$ cat src/rtl/arp_pkg.sv
// rtl/arp_pkg.sv - shared widths, constants and FSM encodings for the ARP resolver
// Purpose: common definitions imported by arp_resolver and arp_resolver_timer.
// Ports: none (package).
package arp_pkg;

    localparam int IP_W  = 32;
    localparam int MAC_W = 48;

    localparam logic [MAC_W-1:0] MAC_ZERO  = 48'h0;
    localparam logic [MAC_W-1:0] MAC_BCAST = 48'hFFFF_FFFF_FFFF;

    localparam logic [2:0] ST_IDLE       = 3'd0;
    localparam logic [2:0] ST_SEEK       = 3'd1;
    localparam logic [2:0] ST_WAIT_TAB   = 3'd2;
    localparam logic [2:0] ST_ARP_REQ    = 3'd3;
    localparam logic [2:0] ST_WAIT_REPLY = 3'd4;
    localparam logic [2:0] ST_DONE       = 3'd5;
    localparam logic [2:0] ST_FAIL       = 3'd6;

    // The ARP table reports a miss as an all-zero MAC.
    function automatic logic mac_is_hit(input logic [MAC_W-1:0] mac);
        return mac != MAC_ZERO;
    endfunction

endpackage

$ cat src/rtl/arp_resolver_timer.sv
// rtl/arp_resolver_timer.sv - 32-bit saturating up-counter with terminal count
// Purpose: wait counter for table lookups and ARP reply timeouts.
// Ports:
//   clk  in  1  clock
//   rst  in  1  synchronous active-high reset
//   clr  in  1  synchronous clear (wins over en)
//   en   in  1  count enable
//   tc   out 1  high while the count equals P_TC
module arp_resolver_timer #(
    parameter logic [31:0] P_TC = 32'd0
) (
    input  logic clk,
    input  logic rst,
    input  logic clr,
    input  logic en,
    output logic tc
);

    logic [31:0] cnt;

    // Saturates at all-ones so a stalled FSM can never see the count wrap.
    always_ff @(posedge clk) begin
        if (rst || clr) begin
            cnt <= '0;
        end else if (en && (cnt != 32'hFFFF_FFFF)) begin
            cnt <= cnt + 32'd1;
        end
    end

    assign tc = (cnt == P_TC);

endmodule

$ cat src/rtl/arp_resolver.sv
// rtl/arp_resolver.sv - resolves a next-hop IP to a MAC via ARP table and ARP requests
// Purpose: looks up the ARP table, falls back to ARP requests with retry on timeout,
//          returns the MAC (o_res_valid) or a failure pulse (o_res_fail).
// Optional: define ARP_RESOLVER_CACHE_EN for a one-entry {ip, mac} result cache.
// Ports:
//   i_clk, i_rst                      clock, synchronous active-high reset
//   i_req_ip/i_req_valid/o_req_ready  resolve request (accepted in IDLE only)
//   o_res_mac/o_res_valid/o_res_fail  result pulses, MAC is 0 on fail
//   o_seek_ip/o_seek_valid            table lookup strobe
//   i_tab_mac/i_tab_valid             table result (0 = miss)
//   o_arp_ip/o_arp_req                ARP TX active-request pulse
//   i_upd_ip/i_upd_mac/i_upd_valid    learned mapping from ARP RX
module arp_resolver
    import arp_pkg::*;
#(
    parameter int unsigned P_TAB_WAIT    = 8,
    parameter int unsigned P_ARP_TIMEOUT = 125_000_000,
    parameter int unsigned P_RETRY       = 3
) (
    input  logic             i_clk,
    input  logic             i_rst,
    input  logic [IP_W-1:0]  i_req_ip,
    input  logic             i_req_valid,
    output logic             o_req_ready,
    output logic [MAC_W-1:0] o_res_mac,
    output logic             o_res_valid,
    output logic             o_res_fail,
    output logic [IP_W-1:0]  o_seek_ip,
    output logic             o_seek_valid,
    input  logic [MAC_W-1:0] i_tab_mac,
    input  logic             i_tab_valid,
    output logic [IP_W-1:0]  o_arp_ip,
    output logic             o_arp_req,
    input  logic [IP_W-1:0]  i_upd_ip,
    input  logic [MAC_W-1:0] i_upd_mac,
    input  logic             i_upd_valid
);

    localparam int RW = $clog2(P_RETRY + 1);

    logic [2:0]       state, state_nxt;
    logic [IP_W-1:0]  ip, ip_nxt;
    logic [MAC_W-1:0] mac_nxt;
    logic [RW-1:0]    retry_cnt;
    logic             tab_tc, reply_tc;
    logic             upd_hit;
    logic             cache_hit;
    logic [MAC_W-1:0] cache_mac;

    arp_resolver_timer #(.P_TC(32'(P_TAB_WAIT - 1))) u_tab_timer (
        .clk (i_clk),
        .rst (i_rst),
        .clr (state == ST_SEEK),
        .en  (state == ST_WAIT_TAB),
        .tc  (tab_tc)
    );

    arp_resolver_timer #(.P_TC(32'(P_ARP_TIMEOUT - 1))) u_reply_timer (
        .clk (i_clk),
        .rst (i_rst),
        .clr (state == ST_ARP_REQ),
        .en  (state == ST_WAIT_REPLY),
        .tc  (reply_tc)
    );

    assign upd_hit = i_upd_valid && (i_upd_ip == ip);

    always_comb begin
        state_nxt = state;
        ip_nxt    = ip;
        mac_nxt   = MAC_ZERO;
        case (state)
            ST_IDLE: begin
                if (o_req_ready && i_req_valid) begin
                    ip_nxt    = i_req_ip;
                    state_nxt = ST_SEEK;
                    if (cache_hit) begin
                        state_nxt = ST_DONE;
                        mac_nxt   = cache_mac;
                    end
                end
            end
            ST_SEEK: state_nxt = ST_WAIT_TAB;
            ST_WAIT_TAB: begin
                // A learned update beats the table answer; a miss or a silent table both fall back to ARP.
                if (upd_hit) begin
                    state_nxt = ST_DONE;
                    mac_nxt   = i_upd_mac;
                end else if (i_tab_valid && mac_is_hit(i_tab_mac)) begin
                    state_nxt = ST_DONE;
                    mac_nxt   = i_tab_mac;
                end else if (i_tab_valid || tab_tc) begin
                    state_nxt = ST_ARP_REQ;
                end
            end
            ST_ARP_REQ: state_nxt = ST_WAIT_REPLY;
            ST_WAIT_REPLY: begin
                // Checked before the timeout so a reply on the last cycle still counts.
                if (upd_hit) begin
                    state_nxt = ST_DONE;
                    mac_nxt   = i_upd_mac;
                end else if (reply_tc) begin
                    state_nxt = (retry_cnt == RW'(P_RETRY)) ? ST_FAIL : ST_ARP_REQ;
                end
            end
            ST_DONE: state_nxt = ST_IDLE;
            ST_FAIL: state_nxt = ST_IDLE;
            default: state_nxt = ST_IDLE;
        endcase
    end

    // Outputs are decoded from the next state so every strobe is a flop.
    always_ff @(posedge i_clk) begin
        if (i_rst) begin
            state        <= ST_IDLE;
            ip           <= '0;
            retry_cnt    <= '0;
            o_req_ready  <= 1'b0;
            o_res_mac    <= MAC_ZERO;
            o_res_valid  <= 1'b0;
            o_res_fail   <= 1'b0;
            o_seek_ip    <= '0;
            o_seek_valid <= 1'b0;
            o_arp_ip     <= '0;
            o_arp_req    <= 1'b0;
        end else begin
            state        <= state_nxt;
            ip           <= ip_nxt;
            o_req_ready  <= (state_nxt == ST_IDLE);
            o_seek_valid <= (state_nxt == ST_SEEK);
            o_arp_req    <= (state_nxt == ST_ARP_REQ);
            o_res_valid  <= (state_nxt == ST_DONE);
            o_res_fail   <= (state_nxt == ST_FAIL);
            o_res_mac    <= (state_nxt == ST_DONE) ? mac_nxt : MAC_ZERO;
            if (state_nxt == ST_SEEK) begin
                o_seek_ip <= ip_nxt;
            end
            if (state_nxt == ST_ARP_REQ) begin
                o_arp_ip <= ip_nxt;
            end
            if (state == ST_IDLE) begin
                retry_cnt <= '0;
            end else if (state_nxt == ST_ARP_REQ) begin
                retry_cnt <= retry_cnt + RW'(1);
            end
        end
    end

`ifdef ARP_RESOLVER_CACHE_EN
    logic [IP_W-1:0] cache_ip;
    logic            cache_vld;

    assign cache_hit = cache_vld && (cache_ip == i_req_ip);

    // Later statements win: a new result overrides an update or invalidation in the same cycle.
    always_ff @(posedge i_clk) begin
        if (i_rst) begin
            cache_ip  <= '0;
            cache_mac <= MAC_ZERO;
            cache_vld <= 1'b0;
        end else begin
            if (cache_vld && i_upd_valid && (i_upd_ip == cache_ip)) begin
                cache_mac <= i_upd_mac;
            end
            if ((state_nxt == ST_FAIL) && (ip == cache_ip)) begin
                cache_vld <= 1'b0;
            end
            if (state_nxt == ST_DONE) begin
                cache_ip  <= ip_nxt;
                cache_mac <= mac_nxt;
                cache_vld <= 1'b1;
            end
        end
    end
`else
    assign cache_hit = 1'b0;
    assign cache_mac = MAC_ZERO;
`endif

endmodule

$ cat config.mk
export PLATFORM = sky130hd
export DESIGN_NAME = arp_resolver
export DESIGN_NICKNAME = d
export VERILOG_FILES = /design/src/rtl/arp_pkg.sv /design/src/rtl/arp_resolver_timer.sv /design/src/rtl/arp_resolver.sv
export SDC_FILE = /design/constraint.sdc
export NUM_CORES = 1
export LEC_CHECK = 0
export CAP_MARGIN = 20
export CORE_MARGIN = 2
export CORE_UTILIZATION = 50
export CTS_BUF_LIST = sky130_fd_sc_hd__clkbuf_4 sky130_fd_sc_hd__clkbuf_8 sky130_fd_sc_hd__clkbuf_16
export DETAILED_ROUTE_END_ITERATION = 12
export PLACE_DENSITY = 0.85
export REMOVE_ABC_BUFFERS = 1
export SLEW_MARGIN = 30
export SYNTH_ARGS = -nofsm -noshare
export SYNTH_HDL_FRONTEND = slang
export SYNTH_SLANG_ARGS = --single-unit
$ cat constraint.sdc
create_clock -name i_clk -period 4.7 [get_ports i_clk]
set_input_delay 0.705 -clock i_clk [delete_from_list [all_inputs] [get_ports i_clk]]
set_output_delay 0.705 -clock i_clk [all_outputs]
set_load 0.005 [all_outputs]
==> metrics.md, run 1 <==
| Metric | Value |
|---|---|
| Layout cells sized above 1 | approximately 7.5% |
| Row count | ~50 |
| Syn avg cell area | 8.98 um^2 |
| Final #Nets | 1434 |
| Via density | 5.45 |
| Final hold slack | 0.454 ns |
| Worst relative slew slack | 33.8% |
| Clock network power share | between 40% and 50% |
| CP peak stage delay | around 0.67 ns |
| DRT iter0 DRCs | between 400 and 500 |
| CTS root buf | clkbuf_16 |
| Fin crit share | 70.9% |
| Post_cts resized | 0 |
| Grt ovf | 0 |
| Worst vdd ir | 0.294 mV |
| Setup tns final | 0 ns |
| Final setup fails | 0 |
| IO buf count | 281 |
| H-Tree Depth | 1 |
| Global-route wire length before repair | 40800 um |
| Die area | roughly 19000 um^2 |
| Die W | 138 um |
| Antenna diode count | 0 |
| Synthesis-to-layout area growth | 40.8% |
| Via Count | ~8200 |
| Critical path fanouts, max | 11 |
| Critical path capture point type | flop |
| Static leakage | 4.42 nW |
| Critical path class | input pin to flop |
| Largest cells by area after synthesis | dfxtp_1, nand2_1, xnor2_1, nor2_1, mux2_4 |
| Int Pwr | 3.15 mW |
| DR WL/cell | around 17 um |
| Critical Path AT | between 3 and 4 ns |
| GRT Max-Usage Layer | met2 |
| Worst-margin pin slew | around 1 ns |
| PwrDens | 320 nW/um^2 |
| GR Util met1 | 31.7% |
| CTS Buffer Depth | 3 |
| Remaining DRCs | 0 |
| GRT Util Overall | between 20% and 30% |
| Leading area contributor after synthesis | dfxtp_1 |
| Hold-fix buffers, CTS | 0 |
| RePlAce Congestion | 0.915 |
| CTS clk-pin slew, worst paths | 0.05 ns |
| Flops & latches, synth | 218 |
| Max Slew Vio Count | 0 |
| Critical path's slowest cell | nor4_1 |
| Max-Cap Viols | 0 |
| # IOs | 282 |
| Post-Syn Instances | 1003 |
| Hold Path Class | flop to flop |
| Fmax | 300 MHz |
| Dpl hpwl | ~18000 um |
| Global Route met3 Usage | 4.95% |
| Largest net degree at the start of global routing | 60 |
| FFs w/ async S/R, synth | 0% |
| Die Height | between 100 and 150 um |
| Status | finished clean |
| Cell area after layout | 12700 um^2 |
| RSZ-0062 raised after global routing | false |
| Worst path buffer plus inverter count | 2 |
| Comb pwr share | 9.7% |
| Placement Cell Area | 11900 um^2 |
| Post-CTS setup buffer count | 0 |
| Fill cells | 1312 |
| Remaining antenna violation count | 0 |
| Crit path max-delay family | simple AND/OR/NAND/NOR gates |
| Synth Cell Area | 9010 um^2 |
| Number of global-route vias before repair | 8041 |
| Area share of the largest cell type after synthesis | between 40% and 50% |
| Worst skew pair latency | 0.51 ns |
| Crit path cell chain | clkdlybuf4s50_1 -> xnor2_1 -> nand4_1 -> nor4_1 -> nand3_1 -> a311oi_2 -> or2_2 -> buf_4 -> mux2_2 |
| Starting density of the core | between 50% and 60% |
| Switching part of the total | a little under a quarter |
| Synth cell count leaders | dfxtp_1, nand2_1, nor2_1 |
| Register area share after synthesis | 48.4% |
| P_sw | 916 uW |
| Register share of total power | 47.2% |
| Flop2flop setup slack | 1.68 ns |
| Core area | 17800 um^2 |
| Most frequent cell after synthesis | dfxtp_1 |
| Final wirelength | 25300 um |
| Met2 usage | between 40% and 50% |
| Num CTS Buffers | 23 |
| CP Launch Type | input pin |
| Worst path required time | 5.09 ns |
| Min Tclk post-route | 3.33 ns |
| Yosys Warn Count | 0 |
| Fin. Hold Viols | 0 |
| Unique cell type count in the Yosys netlist | 49 |
| Initial antenna violation count | 0 |
| Post-synth EDFFs | 0 |
| Post-Route Skew | 0.0182 ns |
| First drt pass iteration count | 5 |
| Register area | 4360 um^2 |
| Predominant post-synthesis flop cell | dfxtp_1 |
| CTS sink cnt | between 200 and 250 |
| CTS tree | yes |
| Footprint of the multi-input gates | ~4400 um^2 |
## worst register-to-register path, cell delays in order, from the launching register on
cell	delay, ns
dfxtp_1	0.36
xnor2_1	0.13
nand4_1	0.20
nor4_1	0.67
nand3_1	0.22
a311oi_2	0.41
or2_2	0.29
buf_4	0.28
mux2_2	0.36
## power by group through the flow
stage | logic, mW | registers [mW] | clock network [mW]
final | 0.393 | 1.92 | 1.75
after global routing | 0.424 | 1.92 | 1.84
after CTS | 0.392 | 1.92 | 1.77
after detailed placement | 0.388 | 1.96 | 0
after global placement | 0.382 | 1.96 | 0
after floorplan | 0.136 | 1.95 | 0
## metal layers
layer	share of wire, %	up-vias
met3	6.5	73
met2	48	290
met5	0	-
met4	4.3	0
li1	-	3999
met1	41	3861
## placed cells by master, fill, tap and decap left out, types with 12 or more instances in the layout
cell and count:
clkdlybuf4s50_1 280, dfxtp_1 218, nand2_1 141, nor2_1 123
a21oi_1 76, xnor2_1 55, a22oi_1 48, nor2b_1 33
nand4_1 31, xor2_1 29, nand3_1 28, mux2_4 28
nor4_1 26, clkbuf_16 23, nor3_1 17, or3_1 13
and3_1 12, inv_1 12
## cell families after synthesis
logic type      Yosys count  synth area share (%)
compound gates          151                  10.4
buf+inv                  63                  3.26
fa+ha+maj                 3                 0.417
mux                      35                  5.50
flops                   218                  48.4
simple gates            449                  23.8
xor+xnor                 84                  8.16
## through the flow
| stage | util (%) | total power [mW] | std cells | worst slack, ns |
|---|---|---|---|---|
| 2_1_floorplan | - | 2.09 | 952 | 0.866 |
| 3_3_place_gp | 66.9 | 2.34 | 1470 | 1.00 |
| 3_5_place_dp | 66.9 | 2.35 | 1470 | 0.988 |
| 4_1_cts | 71.1 | 4.08 | 1510 | 1.50 |
| 5_1_grt | 71.1 | 4.18 | 1510 | 1.20 |
| 6_report | 71.1 | 4.06 | 1510 | 1.37 |
## path summary, 6_finish.rpt
check / depth (start not counted) / end / from
setup / recovery: 9 / o_arp_ip[0]$_SDFFE_PP0N_ / i_upd_ip[25]
hold / removal: 2 / o_seek_ip[2]$_SDFFE_PP0N_ / o_seek_ip[2]$_SDFFE_PP0N_
setup reg to reg: 8 / o_arp_ip[0]$_SDFFE_PP0N_ / ip[1]$_SDFF_PP0_
hold reg to reg: 2 / o_seek_ip[2]$_SDFFE_PP0N_ / o_seek_ip[2]$_SDFFE_PP0N_
## final cells by class
cell class | count | area share (%)
multi-input combinational | 722 | 34.4
sequential | 218 | 34.4
timing repair buffer | 289 | 22.7
clock buffer | 35 | 5.59
tap | 229 | 2.26
inverter | 12 | 0.355
clock inverter | 5 | 0.227
## sequential cells by signal, indices dropped and copies added, names as in the netlist
name / flops
ip: 32
o_arp_ip: 32
o_arp_req: 1
o_req_ready: 1
o_res_fail: 1
o_res_mac: 48
o_res_valid: 1
o_seek_ip: 32
o_seek_valid: 1
retry_cnt: 2
state: 3
u_reply_timer.cnt: 32
u_tab_timer.cnt: 32
Power figures use the tool's default switching activity.
==> run 2: changes to the inputs <==
--- a/config.mk
+++ b/config.mk
@@ -7,10 +7,10 @@
 export LEC_CHECK = 0
 export CAP_MARGIN = 20
 export CORE_MARGIN = 2
-export CORE_UTILIZATION = 50
+export CORE_UTILIZATION = 47
 export CTS_BUF_LIST = sky130_fd_sc_hd__clkbuf_4 sky130_fd_sc_hd__clkbuf_8 sky130_fd_sc_hd__clkbuf_16
 export DETAILED_ROUTE_END_ITERATION = 12
-export PLACE_DENSITY = 0.85
+export PLACE_DENSITY = 0.81
 export REMOVE_ABC_BUFFERS = 1
 export SLEW_MARGIN = 30
 export SYNTH_ARGS = -nofsm -noshare
==> constraint.sdc (replaced) <==
create_clock -name i_clk -period 3.08 [get_ports i_clk]
set_input_delay 0.462 -clock i_clk [delete_from_list [all_inputs] [get_ports i_clk]]
set_output_delay 0.462 -clock i_clk [all_outputs]
set_load 0.005 [all_outputs]
==> metrics.md, run 2 (same netlist as run 1, synthesis figures left out) <==
| Metric | Value |
|---|---|
| Status | finished clean (unchanged) |
| Max reg flops | 48 (unchanged) |
| RSZ-0062 raised after global routing | false (unchanged) |
| Core area | 18800 um^2 (was 17800 um^2) |
| Fmax | about 340 MHz |
| Synthesis-to-layout area growth | 44.5% (was 40.8%) |
| Die Height | 142 um (was 138 um) |
| CTS tree | yes (unchanged) |
| GRT Util Overall | 24.5% (was 25.5%) |
| Worst vdd ir | 0.470 mV (was 0.294 mV) |
| Die W | 142 um (was 138 um) |
| Post-route insts no fill | 1541 (was 1510) |
| Final wirelength | 26000 um (was 25300 um) |
| Final hold slack | 0.244 ns (was 0.454 ns) |
| Placed Cells | 1498 (was 1470) |
| Remaining antenna violation count | 0 (unchanged) |
| Post-CTS setup buffer count | 0 (unchanged) |
| Register area | 4360 um^2 (unchanged) |
| First drt pass iteration count | 5 (unchanged) |
| Largest net degree at the start of global routing | 98 (was 60) |
| Critical path's slowest cell | clkdlybuf4s50_1 (was nor4_1) |
| Fin. Hold Viols | 0 (unchanged) |
| Worst-margin pin slew | 0.880 ns (was 0.984 ns) |
| Most common library cell in the layout ignoring fill and taps | clkdlybuf4s50_1 (unchanged) |
| CTS sink cnt | 218 (unchanged) |
| Critical Path AT | 3.30 ns (was 3.72 ns) |
| Largest Register | o_res_mac (unchanged) |
| Max Slew Vio Count | 0 (unchanged) |
| Final setup fails | 0 (unchanged) |
| Hold-fix buffers, CTS | 0 (unchanged) |
| CP Launch Type | input pin (unchanged) |
| Static leakage | 4.60 nW (was 4.42 nW) |
| Critical path capture point type | flop (unchanged) |
| Worst skew pair latency | 0.51 ns (about the same) |
| Min Tclk post-route | 2.92 ns |
| Row count | 50 (was 49) |
| PwrDens | 501 nW/um^2 (was 320 nW/um^2) |
| Crit path cell chain | clkdlybuf4s50_1 -> nor4_1 -> buf_4 -> nand4_1 -> or3_1 -> a21oi_2 -> a311oi_2 -> or2_2 -> buf_12 -> mux2_4 (was clkdlybuf4s50_1 -> xnor2_1 -> nand4_1 -> nor4_1 -> nand3_1 -> a311oi_2 -> or2_2 -> buf_4 -> mux2_2) |
| DRT iter0 DRCs | 436 (was 418) |
| Post_cts resized | 0 (unchanged) |
| Int Pwr | 5.08 mW (was 3.15 mW) |
| CP peak stage delay | 0.48 ns (was 0.67 ns) |
| Max-Cap Viols | 0 (unchanged) |
| RePlAce Congestion | 0.898 (was 0.915) |
| Initial antenna violation count | 0 (unchanged) |
| Commonest non-fill, non-tap cells in the layout | clkdlybuf4s50_1, dfxtp_1, nand2_1, nor2_1, a21oi_1 (unchanged) |
| Register share of total power | 44.8% (was 47.2%) |
| # IOs | 282 (unchanged) |
| Layout cells sized above 1 | 9.18% (was 7.49%) |
| Grt ovf | 0 (unchanged) |
| Footprint of the multi-input gates | 4360 um^2 (was 4370 um^2) |
| Fin crit share | between 90% and 100% |
| Via Count | 8329 (was 8223) |
| Die area | 20300 um^2 (was 19100 um^2) |
| Setup tns final | 0 ns (unchanged) |
| CTS Buffer Depth | 3 (unchanged) |
| IO buf count | 281 (unchanged) |
| Final #Nets | 1458 (was 1434) |
| Global-route wire length before repair | 40300 um (was 40800 um) |
| Clock network power share | 45.5% (was 43.1%) |
| Worst path required time | 3.47 ns (was 5.09 ns) |
| Worst relative slew slack | 41.3% (was 33.8%) |
| P_sw | 1.45 mW (was 916 uW) |
| CTS clk-pin slew, worst paths | 0.06 ns (was 0.05 ns) |
| Post-Route Skew | 0.0173 ns (was 0.0182 ns) |
| Num CTS Buffers | 24 (was 23) |
| Fill cells | 1415 (was 1312) |
| Worst path buffer plus inverter count | 3 (was 2) |
| Hold Path Class | input pin to flop (was flop to flop) |
| CTS root buf | clkbuf_16 (unchanged) |
| Critical path class | input pin to flop (unchanged) |
| Dpl hpwl | 18700 um (was 18200 um) |
| Switching part of the total | 22.1% (was 22.5%) |
| Starting density of the core | 48.0% (was 50.5%) |
| Crit path max-delay family | simple AND/OR/NAND/NOR gates (unchanged) |
| Critical path fanouts, max | 19 (was 11) |
| Antenna diode count | 0 (unchanged) |
| DR WL/cell | 16.9 um (was 16.8 um) |
| Remaining DRCs | 0 (unchanged) |
| Comb pwr share | 9.7% (about the same) |
| Flop2flop setup slack | 0.44 ns (was 1.68 ns) |
| Number of global-route vias before repair | 8046 (was 8041) |
| Via density | 5.40 (was 5.45) |
| H-Tree Depth | 1 (unchanged) |
[run 2: cell count changes in the layout (fill, tap and decap cells not counted)]
cell,change
clkinv_2,-3
clkbuf_8,+3
clkbuf_16,+2
and3_2,-1
clkbuf_4,-1
o31ai_2,-1
clkinvlp_4,+1
buf_4,+18
bufinv_16,+1
o31ai_1,+1
buf_12,+5
and3_1,+1
[run 2: path summary, 6_finish.rpt]
| check | from | endpoint | cells after the start |
|---|---|---|---|
| worst min register to register | o_seek_ip[2]$_SDFFE_PP0N_ | o_seek_ip[2]$_SDFFE_PP0N_ | 2 |
| worst min-delay path | i_rst | state[0]$_SDFF_PP0_ | 2 |
| worst max register to register | u_reply_timer.cnt[14]$_SDFFE_PP0P_ | o_arp_ip[16]$_SDFFE_PP0N_ | 8 |
| worst max-delay path | i_tab_mac[34] | o_arp_ip[16]$_SDFFE_PP0N_ | 10 |
[run 2: power by group through the flow]
stage	Sequential, mW	Clock, mW	Combinational (mW)
CTS	2.92	3.01	0.627
finish	2.93	2.97	0.630
global placement	2.98	0	0.613
floorplan	2.98	0	0.208
global route	2.93	3.12	0.678
detailed placement	2.99	0	0.623
[run 2: worst register-to-register path, delay by kind of cell, from the launching register on]
family	cells	cell delay (ns)
AND/OR/NAND/NOR	6	1.59
multiplexers	1	0.31
buffers and inverters	1	0.19
flip-flops	1	0.43
[run 2: area by class of cell]
class / instances / share of cell area, %
Inverter: 12 / 0.346
Multi-Input combinational cell: 722 / 33.5
Timing Repair Buffer: 312 / 23.9
Sequential cell: 218 / 33.5
Clock buffer: 39 / 6.09
Clock inverter: 4 / 0.394
Tap cell: 234 / 2.25
[run 2: routing by layer]
layer | GRT usage (%) | part of all wire, % | vias to the layer above | wire (um)
li1 | - | - | 4029 | -
met1 | 29.3 | 41 | 3966 | 10700
met2 | 42.7 | 49 | 263 | 12900
met3 | 5.11 | 5.6 | 71 | 1460
met4 | 9.80 | 3.9 | 0 | 1010
met5 | 0 | 0 | - | 0
[run 2: through the flow]
step	setup WS (ns)	instance area (um^2)	power (mW)	util, %
2_1_floorplan	-0.511	8760	3.19	-
3_3_place_gp	-0.286	12200	3.60	64.9
3_5_place_dp	-0.332	12200	3.61	64.9
4_1_cts	0.174	13000	6.57	69.4
5_1_grt	0.132	13000	6.73	69.4
6_report	0.162	13000	6.52	69.4
==> run 3: changes to the inputs <==
--- a/config.mk
+++ b/config.mk
@@ -10,9 +10,10 @@
 export CORE_UTILIZATION = 47
 export CTS_BUF_LIST = sky130_fd_sc_hd__clkbuf_4 sky130_fd_sc_hd__clkbuf_8 sky130_fd_sc_hd__clkbuf_16
 export DETAILED_ROUTE_END_ITERATION = 12
-export PLACE_DENSITY = 0.81
+export PLACE_DENSITY = 0.8
 export REMOVE_ABC_BUFFERS = 1
 export SLEW_MARGIN = 30
 export SYNTH_ARGS = -nofsm -noshare
 export SYNTH_HDL_FRONTEND = slang
+export SYNTH_HIERARCHICAL = 1
 export SYNTH_SLANG_ARGS = --single-unit
==> metrics.md, run 3 <==
| Metric | Value |
|---|---|
| Post-synth EDFFs | 0 (unchanged) |
| Worst path required time | 3.51 ns (was 3.47 ns) |
| Largest cells by area after synthesis | dfxtp_1, nand2_1, a21oi_1, xor2_1, a22oi_1 (was dfxtp_1, nand2_1, xnor2_1, nor2_1, mux2_4) |
| Total power draw | 6.86 mW (was 6.52 mW) |
| First drt pass iteration count | 7 (was 5) |
| # IOs | 282 (unchanged) |
| Max reg flops | 48 (unchanged) |
| Die area | 21000 um^2 (was 20300 um^2) |
| Grt ovf | 0 (unchanged) |
| Leading area contributor after synthesis | dfxtp_1 (unchanged) |
| Fill cells | 1552 (was 1415) |
| CTS sink cnt | 218 (unchanged) |
| CTS Buffer Depth | 3 (unchanged) |
| Most common library cell in the layout ignoring fill and taps | clkdlybuf4s50_1 (unchanged) |
| Die Height | 145 um (was 142 um) |
| Critical Path AT | 3.19 ns (was 3.30 ns) |
| DR WL/cell | 17.5 um (was 16.9 um) |
| Dpl hpwl | 20300 um (was 18700 um) |
| Critical path class | flop to flop (was input pin to flop) |
| Register area share after synthesis | 46.7% (was 48.4%) |
| Row count | 51 (was 50) |
| RePlAce Congestion | 0.910 (was 0.898) |
| Min Tclk post-route | 2.76 ns (was 2.92 ns) |
| IO buf count | 281 (unchanged) |
| Core area | 19500 um^2 (was 18800 um^2) |
| Final hold slack | 0.250 ns (was 0.244 ns) |
| Fin crit share | 89.5% (was 94.7%) |
| P_sw | 1.57 mW (was 1.45 mW) |
| Starting density of the core | 48.0% (about the same) |
| Comb pwr share | 10.8% (was 9.7%) |
| Unique cell type count in the Yosys netlist | 62 (was 49) |
| Layout cells sized above 1 | 8.45% (was 9.18%) |
| Via density | 5.52 (was 5.40) |
| Die W | 145 um (was 142 um) |
| FFs w/ async S/R, synth | 0% (unchanged) |
| CTS tree | yes (unchanged) |
| Post-Route Skew | 0.0244 ns (was 0.0173 ns) |
| Static leakage | 4.55 nW (was 4.60 nW) |
| Max-Cap Viols | 0 (unchanged) |
| Yosys Warn Count | 6 (was 0) |
| Worst vdd ir | 0.416 mV (was 0.470 mV) |
| Switching part of the total | 23.0% (was 22.1%) |
| Num CTS Buffers | 24 (unchanged) |
| Fmax | 363 MHz (was 343 MHz) |
| Placement Cell Area | 12400 um^2 (was 12200 um^2) |
| Global-route wire length before repair | 45300 um (was 40300 um) |
| Worst skew pair latency | 0.52 ns (was 0.51 ns) |
| Final setup fails | 0 (unchanged) |
| Largest net degree at the start of global routing | 99 (was 98) |
| Area share of the largest cell type after synthesis | 46.7% (was 48.4%) |
| RSZ-0062 raised after global routing | false (unchanged) |
| Synth cell count leaders | dfxtp_1, nand2_1, a21oi_1 (was dfxtp_1, nand2_1, nor2_1) |
| Register share of total power | 43.0% (was 44.8%) |
| Via Count | 8982 (was 8329) |
| GRT Util Overall | 25.9% (was 24.5%) |
| Hold Path Class | input pin to flop (unchanged) |
| Synth Cell Area | 9340 um^2 (was 9010 um^2) |
| CTS root buf | clkbuf_16 (unchanged) |
| DRT iter0 DRCs | 540 (was 436) |
| Remaining antenna violation count | 0 (unchanged) |
| Post_cts resized | 0 (unchanged) |
| CTS clk-pin slew, worst paths | 0.06 ns (about the same) |
| Max Slew Vio Count | 0 (unchanged) |
| Worst relative slew slack | 39.5% (was 41.3%) |
| Critical path capture point type | flop (unchanged) |
| Number of global-route vias before repair | 8765 (was 8046) |
| Commonest non-fill, non-tap cells in the layout | clkdlybuf4s50_1, dfxtp_1, nand2_1, a21oi_1, nor2_1 (was clkdlybuf4s50_1, dfxtp_1, nand2_1, nor2_1, a21oi_1) |
| Final #Nets | 1512 (was 1458) |
| Flops & latches, synth | 218 (unchanged) |
| Critical path fanouts, max | 49 (was 19) |
| Largest Register | o_res_mac (unchanged) |
| Most frequent cell after synthesis | dfxtp_1 (unchanged) |
| Register area | 4360 um^2 (unchanged) |
| Worst-margin pin slew | 0.908 ns (was 0.880 ns) |
| Footprint of the multi-input gates | 4670 um^2 (was 4360 um^2) |
| Clock network power share | 46.1% (was 45.5%) |
| Hold-fix buffers, CTS | 0 (unchanged) |
| Initial antenna violation count | 1 (was 0) |
| PwrDens | 515 nW/um^2 (was 501 nW/um^2) |
| Final core utilization | 68.4% (was 69.4%) |
| Synthesis-to-layout area growth | 42.6% (was 44.5%) |
| Status | finished clean (unchanged) |
| Post-CTS setup buffer count | 0 (unchanged) |
| Int Pwr | 5.28 mW (was 5.08 mW) |
| CP Launch Type | flop (was input pin) |
| Final wirelength | 28500 um (was 26000 um) |
| H-Tree Depth | 1 (unchanged) |
| Syn avg cell area | 8.64 um^2 (was 8.98 um^2) |
| Fin. Hold Viols | 0 (unchanged) |
| Remaining DRCs | 0 (unchanged) |
| Post-Syn Instances | 1081 (was 1003) |
| Predominant post-synthesis flop cell | dfxtp_1 (unchanged) |
| Cell area after layout | 13300 um^2 (was 13000 um^2) |
==> run 3: changes by cell type in the layout (fill, tap and decap cells not counted), moves of 9 or more <==
cell | previous run | this run
nand3_1 | 28 | 56
or4_1 | 2 | 12
nand4_1 | 31 | 21
nand2b_1 | 1 | 34
xor2_1 | 29 | 42
buf_4 | 26 | 17
o31ai_1 | 2 | 16
o21ai_0 | 11 | 53
nor2b_1 | 33 | 1
nor2_1 | 123 | 85
a21oi_1 | 76 | 95
xnor2_1 | 55 | 3
mux2_4 | 28 | 0
==> run 3: worst paths after layout <==
path,from,end,slack [ns],depth (start not counted)
max,u_reply_timer/cnt[0]$_SDFFE_PP0P_,o_res_mac[7]$_SDFF_PP0_,0.32,11
min,i_rst,state[0]$_SDFF_PP0_,0.25,2
max reg2reg,u_reply_timer/cnt[0]$_SDFFE_PP0P_,o_res_mac[7]$_SDFF_PP0_,0.32,11
min reg2reg,o_seek_ip[1]$_SDFFE_PP0N_,o_seek_ip[1]$_SDFFE_PP0N_,0.46,2
==> run 3: cells by family after synthesis <==
| kind of cell | Yosys count | share of synthesized area [%] |
|---|---|---|
| simple gates | 474 | 26.8 |
| compound gates | 261 | 17.7 |
| flops | 218 | 46.7 |
| buf+inv | 76 | 3.68 |
| xor+xnor | 45 | 4.22 |
| fa+ha+maj | 4 | 0.536 |
| mux | 3 | 0.322 |
==> run 3: through the flow <==
| stage | TNS [ns] | setup WS (ns) | cells |
|---|---|---|---|
| global placement | -0.693 | -0.0701 | 1582 |
| detailed placement | -1.95 | -0.118 | 1582 |
| finish | 0 | 0.324 | 1627 |
| floorplan | -203.67 | -3.05 | 1014 |
| CTS | 0 | 0.387 | 1626 |
| global route | 0 | 0.0168 | 1626 |
==> run 3: final cells by class <==
class / instances / area share, %
Inverter: 9 / 0.254
Tap cell: 265 / 2.49
Sequential cell: 218 / 32.8
Clock inverter: 12 / 1.44
Timing Repair Buffer: 303 / 22.8
Multi-Input combinational cell: 787 / 35.0
Clock buffer: 32 / 5.23
Antenna cell: 1 / 0.0188
==> run 3: critical path, stage by stage (launching register included) <==
cell	delay [ns]
dfxtp_1	0.44
ha_1	0.27
nand2_1	0.13
nor3_1	0.37
nand2_1	0.14
nor3_1	0.16
a21oi_1	0.06
o21ai_0	0.30
or2_1	0.27
o2111ai_4	0.15
buf_12	0.21
nor2_1	0.15
==> run 3: layer usage <==
| layer | vias up | wire [um] | GRT usage, % |
|---|---|---|---|
| li1 | 4423 | - | - |
| met1 | 4231 | 11700 | 32.3 |
| met2 | 260 | 13500 | 42.6 |
| met3 | 68 | 2230 | 7.48 |
| met4 | 0 | 1040 | 9.60 |
| met5 | - | 0 | 0 |
==> run 3: power by group through the flow <==
stage	Sequential, mW	Clock [mW]	Combinational (mW)
3_3_place_gp	3.01	0	0.729
5_1_grt	2.96	3.33	0.806
2_1_floorplan	3.00	0	0.273
6_report	2.95	3.16	0.743
4_1_cts	2.95	3.21	0.744
3_5_place_dp	3.01	0	0.738
